**src/rtl/imem_if.sv**
```systemverilog
// ----------------------------------------------------------------------------
// imem_if
// Request/acknowledge bus between the fetch stage and instruction memory.
//   req    master -> slave  fetch request, held until ack
//   addr   master -> slave  word-aligned fetch address, stable while req && !ack
//   ack    slave  -> master rdata valid this cycle, completes the request
//   rdata  slave  -> master instruction word
// ----------------------------------------------------------------------------
interface imem_if;
    logic        req;
    logic [31:0] addr;
    logic        ack;
    logic [31:0] rdata;

    modport master (output req, output addr, input ack, input rdata);
    modport slave  (input req, input addr, output ack, output rdata);
endinterface

```
**src/rtl/if_fetch_stage.sv**
```systemverilog
// ----------------------------------------------------------------------------
// if_fetch_stage
// Instruction-fetch stage. Owns the program counter, fetches over a req/ack
// memory bus and feeds the IF stage register. Variable memory latency is
// absorbed by emitting bubbles (PC=0, Instruction=0). A branch redirect that
// arrives while a request is outstanding is remembered and applied once the
// in-flight word has been acknowledged and thrown away.
//
// Ports
//   clk, rst           clock (rising edge), asynchronous active-high reset
//   freeze             hazard stall shared with the IF stage register
//   Branch_taken       redirect / flush shared with the IF stage register
//   Branch_Address     redirect target, bits [1:0] forced to 00
//   imem               instruction memory bus (master side)
//   PC                 fetched address + 4, or 0 for a bubble
//   Instruction        fetched word, or 0 for a bubble
//   Instruction_valid  PC/Instruction carry a real fetch
// ----------------------------------------------------------------------------
module if_fetch_stage #(
    parameter logic [31:0] RESET_PC = 32'h0000_0000
) (
    input  logic        clk,
    input  logic        rst,
    input  logic        freeze,
    input  logic        Branch_taken,
    input  logic [31:0] Branch_Address,
    imem_if.master      imem,
    output logic [31:0] PC,
    output logic [31:0] Instruction,
    output logic        Instruction_valid
);

    // FETCH: request in flight for pc_q.
    // KILL : request in flight whose data must be dropped (redirect pending).
    // HOLD : a fetched word is parked in buf_q while the pipeline is frozen.
    typedef enum logic [1:0] {
        ST_FETCH = 2'd0,
        ST_KILL  = 2'd1,
        ST_HOLD  = 2'd2
    } state_e;

    state_e      state_q, state_d;
    logic [31:0] pc_q,    pc_d;
    logic [31:0] tgt_q,   tgt_d;
    logic [31:0] buf_q,   buf_d;

    logic [31:0] br_tgt;
    logic [31:0] pc_plus4;
    logic        req_active;
    logic        ack_eff;
    logic [31:0] pc_out;
    logic [31:0] instr_out;
    logic        valid_out;

    assign br_tgt     = Branch_Address & 32'hFFFF_FFFC;
    assign pc_plus4   = pc_q + 32'd4;   // wraps modulo 2^32
    assign req_active = (state_q == ST_FETCH) || (state_q == ST_KILL);
    // An ack is only meaningful while our request is up.
    assign ack_eff    = imem.ack && req_active;

    assign imem.req   = req_active && !rst;
    assign imem.addr  = pc_q;

    always_comb begin
        // NOTE: every signal written here gets a default first, so no path
        // leaves one unassigned and no latch is inferred.
        state_d   = state_q;
        pc_d      = pc_q;
        tgt_d     = tgt_q;
        buf_d     = buf_q;
        pc_out    = 32'd0;
        instr_out = 32'd0;
        valid_out = 1'b0;

        case (state_q)
            ST_FETCH: begin
                if (ack_eff) begin
                    if (Branch_taken) begin
                        // Word arrived but is already flushed; refetch at target.
                        pc_d = br_tgt;
                    end else begin
                        pc_out    = pc_plus4;
                        instr_out = imem.rdata;
                        valid_out = 1'b1;
                        if (freeze) begin
                            // The IF register keeps this word; park a copy so
                            // we can keep presenting it without refetching.
                            buf_d   = imem.rdata;
                            state_d = ST_HOLD;
                        end else begin
                            pc_d = pc_plus4;
                        end
                    end
                end else if (Branch_taken) begin
                    // Address must stay stable until ack, so defer the redirect.
                    tgt_d   = br_tgt;
                    state_d = ST_KILL;
                end
            end

            ST_KILL: begin
                if (Branch_taken) begin
                    tgt_d = br_tgt;
                end
                if (ack_eff) begin
                    pc_d    = Branch_taken ? br_tgt : tgt_q;
                    state_d = ST_FETCH;
                end
            end

            ST_HOLD: begin
                if (Branch_taken) begin
                    pc_d    = br_tgt;
                    state_d = ST_FETCH;
                end else begin
                    pc_out    = pc_plus4;
                    instr_out = buf_q;
                    valid_out = 1'b1;
                    if (!freeze) begin
                        pc_d    = pc_plus4;
                        state_d = ST_FETCH;
                    end
                end
            end

            default: begin
                state_d = ST_FETCH;
            end
        endcase
    end

    always_ff @(posedge clk or posedge rst) begin
        // NOTE: state registers use non-blocking assignments so every flop
        // samples the pre-edge values regardless of statement order.
        if (rst) begin
            state_q <= ST_FETCH;
            pc_q    <= RESET_PC;
            tgt_q   <= 32'd0;
            buf_q   <= 32'd0;
        end else begin
            state_q <= state_d;
            pc_q    <= pc_d;
            tgt_q   <= tgt_d;
            buf_q   <= buf_d;
        end
    end

    // Outputs read as a bubble for as long as reset is asserted.
    always_comb begin
        PC                = rst ? 32'd0 : pc_out;
        Instruction       = rst ? 32'd0 : instr_out;
        Instruction_valid = !rst && valid_out;
    end

endmodule

```
**src/flat_wrapper.sv**
```systemverilog
// flat-port wrapper written by rule: the top's interface ports become plain ports
module if_fetch_stage_flat 
#(
    parameter logic [31:0] RESET_PC = 32'h0000_0000
)
  (clk, rst, freeze, Branch_taken, Branch_Address, PC, Instruction, Instruction_valid, imem_req, imem_addr, imem_ack, imem_rdata);
  imem_if imem_i ();
  input  logic clk;
  input  logic rst;
  input  logic freeze;
  input  logic Branch_taken;
  input  logic [31:0] Branch_Address;
  output logic [31:0] PC;
  output logic [31:0] Instruction;
  output logic Instruction_valid;
  output wire logic [$bits(imem_i.req)-1:0] imem_req;
  output wire logic [$bits(imem_i.addr)-1:0] imem_addr;
  input wire logic [$bits(imem_i.ack)-1:0] imem_ack;
  input wire logic [$bits(imem_i.rdata)-1:0] imem_rdata;
  assign imem_req = imem_i.req;
  assign imem_addr = imem_i.addr;
  assign imem_i.ack = imem_ack;
  assign imem_i.rdata = imem_rdata;
  if_fetch_stage #(.RESET_PC(RESET_PC)) u_core (.clk(clk), .rst(rst), .freeze(freeze), .Branch_taken(Branch_taken), .Branch_Address(Branch_Address), .imem(imem_i), .PC(PC), .Instruction(Instruction), .Instruction_valid(Instruction_valid));
endmodule
```
**config.mk**
```make
export PLATFORM = sky130hd
export DESIGN_NAME = if_fetch_stage_flat
export DESIGN_NICKNAME = d
export VERILOG_FILES = /design/src/rtl/imem_if.sv /design/src/rtl/if_fetch_stage.sv /design/src/flat_wrapper.sv
export SDC_FILE = /design/constraint.sdc
export NUM_CORES = 1
export LEC_CHECK = 0
export BUFFER_PORTS_ARGS = -buffer_cell sky130_fd_sc_hd__buf_4
export CAP_MARGIN = 10
export CORE_MARGIN = 5
export CORE_UTILIZATION = 38
export DETAILED_ROUTE_END_ITERATION = 12
export PLACE_DENSITY = 0.62
export SLEW_MARGIN = 25
export SYNTH_ARGS = -nofsm -noshare
export SYNTH_HDL_FRONTEND = slang
export SYNTH_SLANG_ARGS = --single-unit
```
**constraint.sdc**
```tcl
create_clock -name clk -period 4.05 [get_ports clk]
set_input_delay 0.2025 -clock clk [delete_from_list [all_inputs] [get_ports clk]]
set_output_delay 0.2025 -clock clk [all_outputs]
set_load 0.05 [all_outputs]
```
==> run_results.csv <==
group,metric,value,unit
worst_setup_path,reg2reg_depth,5,
status,status,"complete, no violations",
logic_synthesis,synth_top_cells_by_count,"dfrtp_1, mux2_2, nor2_1",
logic_synthesis,synth_largest_area_cell,"dfrtp_1",
power_and_ir_drop,worst_ir_drop_vdd,0.209,mV
timing,skew,0.0105,ns
global_routing,gr-total-overflow,0,
timing,setup_tns,0,ns
cts,root_buffer,"clkbuf_16",
logic_synthesis,yosysWarnings,0,
floorplanning,rows,46,
final_layout,multi_input_area,3350,um2
place,numPortBuffers,164,
logic_synthesis,yosysMostFrequentCell,"dfrtp_1",
global_routing,grtUsageTotal,0.191,
logic_synthesis,syn_nets,698,
timing,finalMaxSlewViolations,0,
worst_setup_path,arrival,3.12,ns
cts,cts_setup_buffers,0,
cts,cts_tree,"done",
place,hpwl,12500,um
floorplanning,die_h,136,um
timing,maxSlewHeadroom,0.469,
global_routing,first_global_vias,5369,
logic_synthesis,synth_seq_cells,98,
timing,period_minus_slack,3.32,ns
cts,cts_buffers,9,
worst_setup_path,crit_path_end_kind,"primary output",
worst_setup_path,criticalPathCategory,"register to primary output",
cts,ctsResizeCount,0,
global_routing,grt_antenna_before_repair,0,
global_routing,grt_pass1_wl,28500,um
logic_synthesis,synth.distinct_cells,54,
global_routing,grt_max_degree,75,
timing,post-route-period-util,0.820,
drt,num_vias,5472,
floorplanning,start_util,0.384,
cts,ctsHoldBuffers,0,
drt,drtIter0Drc,355,
drt,route.detailed.wl_per_inst,18.2,um
logic_synthesis,synth_seq_area_share,0.406,
timing,hold_viol,0,
drt,routed_wl,17700,um
final_layout,num-nets-final,823,
floorplanning,io_pins,167,
timing,rsz0062_at_grt,"no",
drt,avgViaCountPerCell,5.62,
logic_synthesis,syn_area_per_cell,9.62,um2
place,place_worst_setup_slack,1.03,ns
logic_synthesis,async_flop_share,1.00,
timing,fmax,301,MHz
floorplanning,dieWidth,136,um
place,place_congestion,0.813,
cts,insertion_delay,0.34,ns
logic_synthesis,synth.area.top_cells,"dfrtp_1, mux2_2, a22oi_1, nor2_1, or3_1",
drt,ant_nets,0,
cts,path_clk_slew,0.07,ns
worst_setup_path,cp.required,3.85,ns
logic_synthesis,synth_flop_cell,"dfrtp_1",
timing,fin_ws,0.727,ns
power_and_ir_drop,power_density,450,nW/um2
drt,route.detailed.drc,0,
cts,cts_buffer_depth,2,
worst_hold_path,min_path_type,"input pin to asynchronous set/reset pin",
timing,worst_slew_pin_slew,0.797,ns
logic_synthesis,synth_edf_count,0,
final_layout,fillers,1499,
logic_synthesis,netlist_area,6040,um2
cts,cts_sinks,98,
job,drv_cap,0,
worst_setup_path,worstPathMaxFanout,16,
logic_synthesis,syn_inst,628,
timing,setup_viol,0,
power_and_ir_drop,leakagePower,0.00323,uW
power_and_ir_drop,total_power,3470,uW
cts,htree_levels,3,
final_layout,diodes,0,
final_layout,syn_to_final_growth,27.5,%
worst_setup_path,crit_path_start_kind,"register",
logic_synthesis,synth.top_cell.area_share,0.406,
final_layout,drive_above_1_share,0.346,
floorplanning,core-area,15700,um2
drt,first_pass_iters,5,
floorplanning,dieArea,18500,um2
final_layout,regArea,2450,um2
## flip-flops by register name, summed over array words and instances, names as in the netlist
register and cells:
u_core.imem.addr 32, u_core.tgt_q 32, u_core.buf_q 32, u_core.state_q 2
## cells in the final DEF (no fill, tap or decap), types with 3 or more instances in the layout
| master | Yosys | layout |
|---|---|---|
| clkbuf_1 | 46 | 3 |
| a22oi_1 | 35 | 35 |
| inv_1 | 9 | 8 |
| mux2_2 | 64 | 64 |
| and2_1 | 7 | 7 |
| or3_1 | 30 | 29 |
| dfrtp_1 | 98 | 98 |
| a22o_1 | 18 | 18 |
| xor2_1 | 3 | 3 |
| o311ai_0 | 8 | 8 |
| nor2_1 | 53 | 53 |
| and3_1 | 4 | 4 |
| a32o_1 | 3 | 3 |
| o211ai_1 | 17 | 17 |
| xnor2_1 | 9 | 9 |
| a211o_1 | 3 | 3 |
| nand4_1 | 9 | 9 |
| or2_2 | 4 | 4 |
| a211oi_1 | 3 | 3 |
| nand2b_1 | 3 | 3 |
| or4_1 | 12 | 12 |
| a21o_1 | 4 | 4 |
| nor3_1 | 9 | 9 |
| buf_4 | 0 | 172 |
| a21oi_1 | 25 | 25 |
| mux2i_1 | 16 | 16 |
| o2bb2ai_1 | 5 | 5 |
| o22ai_1 | 4 | 4 |
| o31ai_1 | 8 | 8 |
| nand3_1 | 15 | 15 |
| clkbuf_16 | 0 | 9 |
| o21ai_0 | 19 | 19 |
| nor2b_1 | 25 | 24 |
| nand2_1 | 19 | 19 |
| and4_1 | 6 | 6 |
## logic make-up (layout without fill, tap and decap cells)
logic type	after synthesis	in the layout	share of synthesized area
and+or+nand+nor	206	206	0.188
AOI/OAI and AO/OA	164	164	0.197
DFF	98	98	0.406
muxes	80	80	0.146
buffers and inverters	67	197	0.0439
xor gates and xnor gates	12	12	0.0174
adders and majority gates	1	1	0.00207
## worst max-delay path, cell delays in order, from the launching register on
cell	delay (ns)
dfrtp_1	0.52
ha_1	0.28
and3_1	0.37
nand4_1	0.54
or4_1	0.66
a21oi_1	0.17
buf_4	0.23
## layer usage
layer  wire length [um]  track usage
met3               1430       0.0544
met5                  0            0
met4                267       0.0605
met2               8280        0.299
met1               7730        0.257
## through the flow
stage          hold slack [ns]  area, um2  utilization  std cells
5_1_grt                 0.0505       7700        0.490        974
3_5_place_dp             0.406       7400        0.471        958
3_3_place_gp             0.396       7400        0.471        958
6_report               0.00710       7700        0.490        974
2_1_floorplan            0.273       6040            -        628
4_1_cts                 0.0360       7700        0.490        974
## report_power, final
group	total, uW	internal, uW	switching (uW)
clock	881	513	367
sequential	1420	1180	235
combinational	1170	461	706
## cell type report
| class | instances | area share |
|---|---|---|
| multi-input cells | 463 | 0.435 |
| flip-flops and latches | 98 | 0.318 |
| repair buffers | 172 | 0.168 |
| well taps | 216 | 0.0351 |
| clock buffers | 14 | 0.0343 |
| inverters | 9 | 0.00503 |
| clock inverters | 2 | 0.00455 |
## path summary, 6_finish.rpt
kind                                startpoint              endpoint  slack [ns]
max                        u_core.imem.addr[2]                PC[26]        0.73
max in group asynchronous                  rst      u_core.tgt_q[13]        3.22
min reg2reg                   u_core.tgt_q[21]      u_core.tgt_q[21]        0.50
min in group clk                      imem_ack     u_core.state_q[0]        0.06
min                                        rst  u_core.imem.addr[16]       0.007
max reg2reg                u_core.imem.addr[2]  u_core.imem.addr[30]        1.51
Power figures use the tool's default switching activity.
